**src/rtl/ctrl_pkg.sv**
```systemverilog
// Shared definitions for the multi-cycle RV32 control unit.
// The JAL state exists only when CTRL_JAL_EN is defined.
package ctrl_pkg;

  localparam logic [6:0] OpRtype = 7'b0110011;
  localparam logic [6:0] OpIAlu  = 7'b0010011;
  localparam logic [6:0] OpLw    = 7'b0000011;
  localparam logic [6:0] OpSw    = 7'b0100011;
  localparam logic [6:0] OpBeq   = 7'b1100011;
  localparam logic [6:0] OpJal   = 7'b1101111;

  localparam logic [3:0] AluAnd     = 4'b0000;
  localparam logic [3:0] AluOr      = 4'b0001;
  localparam logic [3:0] AluAdd     = 4'b0010;
  localparam logic [3:0] AluSub     = 4'b0110;
  localparam logic [3:0] AluInvalid = 4'b1111;

  localparam logic [1:0] SrcAPc    = 2'b00;
  localparam logic [1:0] SrcAOldPc = 2'b01;
  localparam logic [1:0] SrcARs1   = 2'b10;

  localparam logic [1:0] SrcBRs2  = 2'b00;
  localparam logic [1:0] SrcBImm  = 2'b01;
  localparam logic [1:0] SrcBFour = 2'b10;

  localparam logic [1:0] ResAluReg = 2'b00;
  localparam logic [1:0] ResMem    = 2'b01;
  localparam logic [1:0] ResAluOut = 2'b10;

  typedef enum logic [3:0] {
    StFetch,
    StDecode,
    StMemAdr,
    StMemRead,
    StMemWb,
    StMemWrite,
    StExecR,
    StExecI,
    StAluWb,
    StBeq,
`ifdef CTRL_JAL_EN
    StJal,
`endif
    StTrap
  } ctrl_state_t;

endpackage

```
**src/rtl/alu_decoder.sv**
```systemverilog
// Maps {opcode class, funct3, instr[30]} to an ALU code plus a funct-illegal flag.
module alu_decoder
  import ctrl_pkg::*;
(
  input  logic       is_rtype_i,
  input  logic [2:0] funct3_i,
  input  logic       b10_i,
  output logic [3:0] alu_op_o,
  output logic       illegal_o
);

  always_comb begin
    alu_op_o  = AluInvalid;
    illegal_o = 1'b1;
    if (is_rtype_i) begin
      case ({b10_i, funct3_i})
        4'b0000: begin alu_op_o = AluAdd; illegal_o = 1'b0; end
        4'b1000: begin alu_op_o = AluSub; illegal_o = 1'b0; end
        4'b0110: begin alu_op_o = AluOr;  illegal_o = 1'b0; end
        4'b0111: begin alu_op_o = AluAnd; illegal_o = 1'b0; end
        default: ;
      endcase
    end else begin
      // I-type ALU ops ignore instr[30]
      case (funct3_i)
        3'b000:  begin alu_op_o = AluAdd; illegal_o = 1'b0; end
        3'b110:  begin alu_op_o = AluOr;  illegal_o = 1'b0; end
        3'b111:  begin alu_op_o = AluAnd; illegal_o = 1'b0; end
        default: ;
      endcase
    end
  end

endmodule

```
**src/rtl/multicycle_control.sv**
```systemverilog
// Moore-FSM control unit for the multi-cycle RV32 datapath.
// Define CTRL_JAL_EN to decode JAL; otherwise JAL opcodes trap.
module multicycle_control
  import ctrl_pkg::*;
#(
  parameter int unsigned ALUOP_W = 4,
  parameter int unsigned CNT_W   = 16
) (
  input  logic               clk,
  input  logic               rst,
  input  logic [10:0]        instr,
  input  logic               mem_ready,
  output logic               pc_write,
  output logic               ir_write,
  output logic               adr_src,
  output logic               mem_read,
  output logic               mem_write,
  output logic               reg_write,
  output logic               branch,
  output logic [1:0]         alu_src_a,
  output logic [1:0]         alu_src_b,
  output logic [1:0]         result_src,
  output logic [ALUOP_W-1:0] alu_op,
  output logic               illegal,
  output logic [CNT_W-1:0]   instr_count
);

  ctrl_state_t      state_q, state_d;
  logic [CNT_W-1:0] cnt_q, cnt_d;
  logic [6:0]       opcode;
  logic [3:0]       dec_op, op4;
  logic             dec_illegal, retire;

  assign opcode = instr[6:0];

  alu_decoder u_alu_decoder (
    .is_rtype_i (state_q == StExecR),
    .funct3_i   (instr[9:7]),
    .b10_i      (instr[10]),
    .alu_op_o   (dec_op),
    .illegal_o  (dec_illegal)
  );

  always_ff @(posedge clk) begin
    if (rst) begin
      state_q <= StFetch;
      cnt_q   <= '0;
    end else begin
      state_q <= state_d;
      cnt_q   <= cnt_d;
    end
  end

  always_comb begin
    state_d = state_q;
    retire  = 1'b0;
    case (state_q)
      StFetch:    if (mem_ready) state_d = StDecode;
      StDecode: begin
        case (opcode)
          OpLw, OpSw: state_d = StMemAdr;
          OpRtype:    state_d = StExecR;
          OpIAlu:     state_d = StExecI;
          OpBeq:      state_d = StBeq;
`ifdef CTRL_JAL_EN
          OpJal:      state_d = StJal;
`endif
          default:    state_d = StTrap;
        endcase
      end
      StMemAdr:   state_d = (opcode == OpLw) ? StMemRead : StMemWrite;
      StMemRead:  if (mem_ready) state_d = StMemWb;
      StMemWrite: if (mem_ready) begin state_d = StFetch; retire = 1'b1; end
      StExecR, StExecI: state_d = dec_illegal ? StTrap : StAluWb;
      StMemWb, StAluWb, StBeq: begin state_d = StFetch; retire = 1'b1; end
`ifdef CTRL_JAL_EN
      StJal:      begin state_d = StFetch; retire = 1'b1; end
`endif
      StTrap:     state_d = StTrap;
      default:    state_d = StFetch;
    endcase
    cnt_d = cnt_q + CNT_W'(retire);
  end

  always_comb begin
    pc_write   = 1'b0;
    ir_write   = 1'b0;
    adr_src    = 1'b0;
    mem_read   = 1'b0;
    mem_write  = 1'b0;
    reg_write  = 1'b0;
    branch     = 1'b0;
    alu_src_a  = SrcAPc;
    alu_src_b  = SrcBRs2;
    result_src = ResAluReg;
    op4        = AluAnd;
    illegal    = 1'b0;
    case (state_q)
      StFetch: begin
        mem_read   = 1'b1;
        ir_write   = 1'b1;
        pc_write   = 1'b1;
        alu_src_b  = SrcBFour;
        op4        = AluAdd;
        result_src = ResAluOut;
      end
      StDecode: begin
        alu_src_a = SrcAOldPc;
        alu_src_b = SrcBImm;
        op4       = AluAdd;
      end
      StMemAdr: begin
        alu_src_a = SrcARs1;
        alu_src_b = SrcBImm;
        op4       = AluAdd;
      end
      StMemRead:  begin adr_src = 1'b1; mem_read = 1'b1; end
      StMemWb:    begin result_src = ResMem; reg_write = 1'b1; end
      StMemWrite: begin adr_src = 1'b1; mem_write = 1'b1; end
      StExecR, StExecI: begin
        alu_src_a = SrcARs1;
        alu_src_b = (state_q == StExecI) ? SrcBImm : SrcBRs2;
        op4       = dec_op;
      end
      StAluWb:    reg_write = 1'b1;
      StBeq: begin
        alu_src_a = SrcARs1;
        op4       = AluSub;
        branch    = 1'b1;
      end
`ifdef CTRL_JAL_EN
      StJal: begin
        alu_src_a = SrcAOldPc;
        alu_src_b = SrcBFour;
        op4       = AluAdd;
        pc_write  = 1'b1;
        reg_write = 1'b1;
      end
`endif
      StTrap:     begin op4 = AluInvalid; illegal = 1'b1; end
      default: ;
    endcase
    // Reset masks every output combinationally, trap included
    if (rst) begin
      pc_write   = 1'b0;
      ir_write   = 1'b0;
      adr_src    = 1'b0;
      mem_read   = 1'b0;
      mem_write  = 1'b0;
      reg_write  = 1'b0;
      branch     = 1'b0;
      alu_src_a  = 2'b00;
      alu_src_b  = 2'b00;
      result_src = 2'b00;
      op4        = 4'b0000;
      illegal    = 1'b0;
    end
  end

  assign alu_op      = ALUOP_W'(op4);
  assign instr_count = rst ? '0 : cnt_q;

endmodule

```
**config.mk**
```make
export PLATFORM = sky130hd
export DESIGN_NAME = multicycle_control
export DESIGN_NICKNAME = d
export VERILOG_FILES = /design/src/rtl/ctrl_pkg.sv /design/src/rtl/alu_decoder.sv /design/src/rtl/multicycle_control.sv
export SDC_FILE = /design/constraint.sdc
export NUM_CORES = 1
export LEC_CHECK = 0
export ABC_AREA = 0
export CORE_MARGIN = 2
export CORE_UTILIZATION = 44
export DETAILED_ROUTE_END_ITERATION = 8
export HOLD_SLACK_MARGIN = 0.08
export PLACE_DENSITY_LB_ADDON = 0.25
export SETUP_SLACK_MARGIN = 0.1
export SLEW_MARGIN = 20
export SYNTH_ARGS = -nofsm -noshare
export SYNTH_HDL_FRONTEND = slang
export SYNTH_SLANG_ARGS = --single-unit
```
**constraint.sdc**
```tcl
create_clock -name clk -period 5.58 [get_ports clk]
set_clock_uncertainty 0.2 [all_clocks]
set_input_delay 0.837 -clock clk [delete_from_list [all_inputs] [get_ports clk]]
set_output_delay 0.837 -clock clk [all_outputs]
set_load 0.02 [all_outputs]
```
== Word-level counts from Yosys, hierarchy flattened ==
Index checks and enable logic that the tools add are counted.
Word-level totals
  flip-flop bits (word level): 20
  bits of input ports: 14
  output and inout port bits: 34
  logic and storage cells: 80
Cells by class
  $add $sub $neg: 1
  equality and inequality tests: 23
  mux-type cells: 39
  reductions and logical operators: 15
Operators by type and width (number)
  case mux 4 bit (4 select lines): 3
  case mux 4 bit (7 select lines): 1
  == test 4 x 3 -> 1 bit, second input constant: 6
  2-to-1 mux 4 bit: 5
  2-to-1 mux 1 bit: 19
  adder 16 x 1 -> 16 bit: 1
  == test 4 bit, second input constant: 4
  2-to-1 mux 16 bit: 1
  == test 7 x 6 -> 1 bit, second input constant: 2
  case mux 4 bit (3 select lines): 1
  OR reduction 2 bit: 6
  OR reduction 3 bit: 3
  == test 4 x 2 -> 1 bit, second input constant: 2
  zero test 4 bit: 2
  2-to-1 mux 2 bit: 4
  case mux 2 bit (2 select lines): 2
  OR reduction 4 bit: 2
  == test 7 x 2 -> 1 bit, second input constant: 1
  == test 7 x 5 -> 1 bit, second input constant: 1
  == test 7 bit, second input constant: 1
  == test 3 bit, second input constant: 2
  inequality test 2 bit, second input constant: 3
  case mux 2 bit (3 select lines): 1
  == test 4 x 1 -> 1 bit, second input constant: 1
  other kinds (4): 4

== Logic depth before layout (Yosys ltp) ==
Gate-level depths: netlist (run 1).
  depth in word-level cells: 6
  mapped depth: 10
  gate-level depth less buffers: 9

== Modules after synthesis ==
From an unflattened synthesis (run 1), not the netlist that was laid out.
Second synthesis, totals
  cells, all modules: 194
  area, all modules: 1478.9 sq um
Modules (own cells, without submodules)
  multicycle_control: instances 1, cells each 186, area an instance 1428.9 sq um, sequential area each 400.4 sq um
  alu_decoder: instances 1, cells each 8, area an instance 50.0 sq um, sequential area each 0.0 sq um

== Worst setup path before layout (run 1) ==
Ideal clock, no wire load.
  path kind: input-to-output
  start: input rst
  end: output alu_src_b[1]
  arrival time: 2.237 ns
  path slack: 2.306 ns
  cell stages on the path: 4
  cell sequence: or2_1 > clkbuf_1 > nor4_1 > buf_4
Between the ends
  word-level cells in the longest chain between the ends: 1
Ends and longest elaborated chain
  start: declaration: RTL line multicycle_control.sv:10  | input logic rst,
  2-to-1 mux 2 bit: RTL line multicycle_control.sv:144  | if (rst) begin
  end: declaration: RTL line multicycle_control.sv:21  | output logic [1:0] alu_src_b,
Every way passes these cells.

== Worst setup path in the final report (run 1) ==
  start: input rst
  end: output ir_write
Between the ends
  word-level cells in the longest chain between the ends: 1
Ends and longest elaborated chain
  2-to-1 mux 1 bit: RTL line multicycle_control.sv:144
  end: declaration: RTL line multicycle_control.sv:14  | output logic ir_write,
Every way passes these cells.

==> results of run 1 <==
worst paths after layout:
kind	from	depth (start not counted)	to	slack, ps
worst max-delay path	rst	4	ir_write	1680
worst min-delay path	cnt_q[5]	2	cnt_q[5]	340
worst max register to register	state_q[2]	8	cnt_q[15]	2720
worst min register to register	cnt_q[5]	2	cnt_q[5]	340
cell type report:
cell class / instances / area share
clock buffers: 3 / 0.0116
repair buffers: 48 / 0.246
well taps: 44 / 0.0283
inverters: 2 / 0.00386
multi-input cells: 157 / 0.505
flip-flops and latches: 20 / 0.206
power breakdown:
| part | internal [uW] | leakage, uW | total [uW] | switching (uW) |
|---|---|---|---|---|
| Sequential | 146 | 0.000162 | 156 | 10.6 |
| Combinational | 41.2 | 0.000523 | 81.5 | 40.3 |
| Clock | 25.1 | 0.0000138 | 65.4 | 40.3 |
| Total | 212 | 0.000698 | 303 | 91.2 |
registers in the layout, indices dropped and copies added, names as in the netlist:
name	cells
cnt_q	16
state_q	4
synthesized netlist by cell type, types with 2 or more instances:
cell type,number
nor2b_1,22
dfxtp_1,20
nor2_1,19
nand2_1,16
xor2_1,9
a21oi_1,8
nand3_1,8
clkbuf_1,7
nand2b_1,6
nor3_1,6
nor4_1,6
nand4_1,5
o21ai_0,5
buf_2,4
o21ai_1,4
a21o_1,3
and3_1,3
ha_1,3
or3_1,3
xnor2_1,3
a31oi_1,2
and2b_4,2
and4_1,2
buf_4,2
nand3b_1,2
o21a_1,2
or2_1,2
or4_1,2
layer usage:
layer / global-route usage / vias to the layer above
met5: 0 / -
met4: 0.0456 / 0
met3: 0.0186 / 4
met2: 0.331 / 49
met1: 0.232 / 641
li1: - / 755
logic make-up (layout without fill, tap and decap cells):
kind of cell / after synthesis / in the layout / share of synthesized area
AND/OR/NAND/NOR: 109 / 109 / 0.426
AO/OA/AOI/OAI: 32 / 32 / 0.140
flip-flops: 20 / 20 / 0.273
buffers and inverters: 16 / 53 / 0.0563
XOR/XNOR: 12 / 12 / 0.0717
adder cells (fa/ha/maj): 3 / 3 / 0.0256
multiplexers: 1 / 1 / 0.00768
worst reg2reg max path, delay by kind of cell (launching register included):
| kind | cells | cell delay (ps) |
|---|---|---|
| DFF | 1 | 690 |
| and+or+nand+nor | 5 | 1260 |
| AOI/OAI and AO/OA | 1 | 120 |
| muxes | 1 | 340 |
| adders and majority gates | 1 | 170 |
cells in the final DEF, fill, tap and decap left out, types with 2 or more instances in the layout:
| cell | Yosys | final |
|---|---|---|
| and2b_4 | 2 | 2 |
| nand2_1 | 16 | 16 |
| ha_1 | 3 | 3 |
| nor2_1 | 19 | 19 |
| o21a_1 | 2 | 2 |
| a21o_1 | 3 | 3 |
| clkbuf_4 | 0 | 3 |
| and3_1 | 3 | 3 |
| nor4_1 | 6 | 6 |
| a21oi_1 | 8 | 8 |
| xor2_1 | 9 | 9 |
| o21ai_1 | 4 | 4 |
| nand2b_1 | 6 | 6 |
| dfxtp_1 | 20 | 20 |
| clkdlybuf4s50_1 | 0 | 47 |
| xnor2_1 | 3 | 3 |
| or3_1 | 3 | 3 |
| or2_1 | 2 | 2 |
| a31oi_1 | 2 | 2 |
| and4_1 | 2 | 2 |
| nand4_1 | 5 | 5 |
| nand3b_1 | 2 | 2 |
| nand3_1 | 8 | 8 |
| or4_1 | 2 | 2 |
| nor3_1 | 6 | 6 |
| nor2b_1 | 22 | 22 |
| o21ai_0 | 5 | 5 |
stage by stage:
| stage | setup WS, ps | utilization |
|---|---|---|
| after floorplan | 2310 | - |
| after global placement | 1720 | 0.620 |
| after detailed placement | 1660 | 0.620 |
| after CTS | 1640 | 0.627 |
| after global routing | 1520 | 0.627 |
| final | 1680 | 0.627 |
==> reports/metrics.yaml, run 1 <==
run_status:
  status: "completed"
power:
  finalPower_uw: 303
  power_density_nw_per_um2: 156
  p_leak_uw: 0.000698
  ir_worst_vdd_mv: 0.0979
synth:
  synthesis.area_sq_um: 1470
  async_reset_ff_frac: 0
  yosysSeqAreaShare: 0.273
  ys_ff_latch: 20
  synth_top_area_cell: "dfxtp_1"
  synthCells: 193
  synth_fp_nets: 210
  synth_area_per_cell_sq_um: 7.60
  synthFlopType: "dfxtp_1"
  post_synth_num_cell_types: 45
  synth_edf_count: 0
  yosys-top-cells-area: "dfxtp_1 (27%), nor2b_1 (9.4%), xor2_1 (5.4%)"
  ys_warn_count: 0
  synth_top_area_share: 0.273
sta:
  whs_ps: 345
  slew_headroom: 0.466
  finalCritPeriodShare: 0.698
  finalCriticalPeriod_ps: 3900
  worst_slew_pin_slew_ps: 799
  setup_viol: 0
  final-hold-violation-count: 0
  timing.fmax_mhz: 257
  report.final.slew_viol_count: 0
  finalSetupTns_ps: 0
  rsz0062_at_grt: "false"
route:
  drcViolationCount: 0
  ant_nets: 0
  drt_iter0_drc: 78
  dr.pass1.iters: 4
  maxUsedRoutingLayer: "met4"
  drt-total-wl_um: 3330
  wl_per_cell_um: 12.1
  wl_met2_um: 1660
  wl_met3_um: 151
  vias: 1449
  viasPerCell: 5.29
  wl_met1_um: 1480
cells_and_area:
  multi_input_area_sq_um: 983
  synthToLayoutAreaGrowth_pct: 32.8
  final_area_sq_um: 1950
  fillers: 302
  diodes: 0
  fin_nets: 249
  register_area_sq_um: 400
  stdcell_count: 274
  drive_gt1_frac: 0.0435
critical_path:
  path_buf_inv: 2
  worst-setup-path-type: "primary input to output port"
  cpPeakStageDelay_ps: 700
  path_cells: "clkdlybuf4s50_1 > or2_1 > nor4_1 > clkdlybuf4s50_1"
  cp-start-kind: "primary input"
  cp_top_family: "buffers and inverters"
  worstPathArrival_ps: 2860
  critPathSlowestCell: "clkdlybuf4s50_1"
  critPathMaxFanout: 11
  critPathRequiredTime_ps: 4540
  cp-end-kind: "output port"
  crit_top_cell: "clkdlybuf4s50_1"
clocking:
  clkLatencyLatePin_ps: 290
  postCtsHoldBufs: 0
  cts_tree: "built"
  post_cts_buffers: 0
  ctsResizeCount: 0
  ctsRootBufferMaster: "clkbuf_4"
  htreeDepth: 1
  cts_sinks: 20
  numCtsBuffers: 3
  clk_pin_slew_worst_paths_ps: 100
  cts_buffer_depth: 2
floorplanning:
  num_io_pins: 48
  fp.dieW_um: 61.7
  dieArea_sq_um: 3810
  die_y_um: 61.7
  core_sq_um: 3100
  start_util: 0.473
  row_count: 20
flow_run:
  maxCapViolCount: 0
place:
  placed_area_sq_um: 1920
  port_buffers: 47
  post-place-cells: 271
  gp_congestion: 0.805
  dp_hpwl_um: 2560
global_route:
  grt_use_total: 0.183
  grt_pass1_wl_um: 5320
  gr-total-overflow: 0
  grt_max_degree: 34
  antenna_found_initial: 0
  grt_pass1_vias: 1255
hold_path:
  hp-class: "flip-flop to flip-flop"
Power figures use the tool's default switching activity.
==> run 2: changes to the inputs <==
--- a/config.mk
+++ b/config.mk
@@ -7,7 +7,7 @@
 export LEC_CHECK = 0
 export ABC_AREA = 0
 export CORE_MARGIN = 2
-export CORE_UTILIZATION = 44
+export CORE_UTILIZATION = 41
 export DETAILED_ROUTE_END_ITERATION = 8
 export HOLD_SLACK_MARGIN = 0.08
 export PLACE_DENSITY_LB_ADDON = 0.25
==> constraint.sdc (replaced) <==
create_clock -name clk -period 3.4 [get_ports clk]
set_clock_uncertainty 0.2 [all_clocks]
set_input_delay 0.51 -clock clk [delete_from_list [all_inputs] [get_ports clk]]
set_output_delay 0.51 -clock clk [all_outputs]
set_load 0.02 [all_outputs]
==> run 2 against run 1 <==
Net effect:
- via count rose by 2.2%
- count of clock-buffer cells in the layout unchanged
- cell area increased by 2.8%
==> reports/metrics.yaml, run 2 (synthesis gave the netlist of run 1 again) <==
clocking:
  cts_tree: "built"
  ctsResizeCount: 0
  clk_pin_slew_worst_paths_ps: 120
  clkLatencyLatePin_ps: 300
  ctsRootBufferMaster: "clkbuf_4"
  cts_sinks: 20
  htreeDepth: 1
  cts_buffer_depth: 2
  numCtsBuffers: 3
  post_cts_buffers: 0
  postCtsHoldBufs: 0
critical_path:
  cp-end-kind: "output port"
  worstPathArrival_ps: 2300
  ff2ff_setup_slack_ps: 770
  path_buf_inv: 2
  worst-setup-path-type: "primary input to output port"
  r2r_cells: 8
  cp_top_family: "buffers and inverters"
  r2r_start: "state_q[3]"
  critPathSlowestCell: "clkdlybuf4s50_1"
  timing.rr.end: "cnt_q[15]"
  cpPeakStageDelay_ps: 690
  path_cells: "clkdlybuf4s50_1 > or2_1 > nor4_1 > clkdlybuf4s50_1"
  crit_top_cell: "clkdlybuf4s50_1"
  cp-start-kind: "primary input"
  critPathRequiredTime_ps: 2690
  critPathMaxFanout: 7
power:
  p_switching_uw: 162
  ir_worst_vdd_mv: 0.198
  swShare: 0.275
  p_int_uw: 429
  clkPwrFrac: 0.330
  combPwrFrac: 0.240
  p_leak_uw: 0.000728
  power_frac_seq: 0.429
  power_density_nw_per_um2: 295
cells_and_area:
  largestRegisters: "cnt_q x16, state_q x4"
  fin_nets: 252
  final_util: 0.591
  synthToLayoutAreaGrowth_pct: 36.5
  layout_commonest_cell: "clkdlybuf4s50_1"
  regMostFlops: "cnt_q"
  diodes: 0
  drive_gt1_frac: 0.0598
  final_area_sq_um: 2000
  most-common-layout-cells: "clkdlybuf4s50_1 (47), nor2b_1 (22), dfxtp_1 (20), nor2_1 (19), nand2_1 (16)"
  largest_reg_flops: 16
sta:
  whs_ps: 343
  finalCriticalPeriod_ps: 3010
  timing.fmax_mhz: 332
  setup_viol: 0
  slew_headroom: 0.613
  worst_slew_pin_slew_ps: 580
  rsz0062_at_grt: "false"
  finalSetupTns_ps: 0
  report.final.slew_viol_count: 0
  finalCritPeriodShare: 0.885
  final-hold-violation-count: 0
hold_path:
  hp-class: "flip-flop to flip-flop"
  hp-start: "cnt_q[14]"
  holdPathStages: 2
  hold_end: "cnt_q[14]"
route:
  dr.pass1.iters: 4
  vias: 1481
  ant_nets: 0
  drt-total-wl_um: 3360
  viasPerCell: 5.29
  drt_iter0_drc: 56
  drcViolationCount: 0
  wl_per_cell_um: 12.0
global_route:
  grt_use_total: 0.174
  grt_max_degree: 35
  gr-total-overflow: 0
  grt_pass1_vias: 1333
  antenna_found_initial: 0
  grt_pass1_wl_um: 5780
place:
  placed_area_sq_um: 1950
  port_buffers: 47
  gp_congestion: 0.819
  dp_hpwl_um: 2590
floorplanning:
  core_sq_um: 3390
  dieArea_sq_um: 4070
  die_y_um: 63.8
  row_count: 21
  fp.dieW_um: 63.8
  num_io_pins: 48
  start_util: 0.433
run_status:
  status: "completed"
flow_run:
  maxCapViolCount: 0
run 2: cell count changes in the layout (fill, tap and decap cells not counted), sizes merged:
cell and change:
bufinv +1, buf +3
run 2: routing by layer:
metal	wire, um	vias to the layer above	track usage
li1	-	758	-
met1	1670	687	0.244
met2	1480	34	0.271
met3	188	2	0.0264
met4	19	0	0.0571
met5	0	-	0
run 2: worst max-delay path by stage:
stage / start / end / slack [ps] / cells after the start
floorplan: state_q[1] / alu_src_b[1] / 760 / 5
global placement: mem_ready / cnt_q[15] / 400 / 9
global route: rst / ir_write / 280 / 4
detailed placement: mem_ready / cnt_q[15] / 370 / 9
finish: rst / pc_write / 390 / 4
CTS: rst / alu_src_b[1] / 390 / 4
run 2: area by class of cell:
type / instances / area [sq um]
well taps: 46 / 57.6
fillers: 303 / 1390
multi-input cells: 157 / 983
clock inverters: 1 / 30.0
repair buffers: 51 / 500
inverters: 2 / 7.51
flip-flops and latches: 20 / 400
clock buffers: 3 / 22.5
run 2: worst register-to-register path: cells and delay by family (launching register included):
kind                     cells  cell delay (ps)
multiplexers                 1              330
flip-flops                   1              600
AO/OA/AOI/OAI                1               70
AND/OR/NAND/NOR              5             1160
adder cells (fa/ha/maj)      1              170
run 2: power by group through the flow:
stage / registers [uW] / clock network [uW] / logic, uW
4_1_cts: 253 / 202 / 142
5_1_grt: 255 / 207 / 154
3_5_place_dp: 259 / 0 / 141
2_1_floorplan: 248 / 0 / 96.3
3_3_place_gp: 259 / 0 / 141
6_report: 254 / 195 / 142
run 2: per-stage QoR:
step                      power (uW)  setup slack, ps  instances
after global routing             617              282        280
after CTS                        597              390        280
after floorplan                  345              762        193
final                            591              391        280
after global placement           400              397        276
after detailed placement         400              372        276
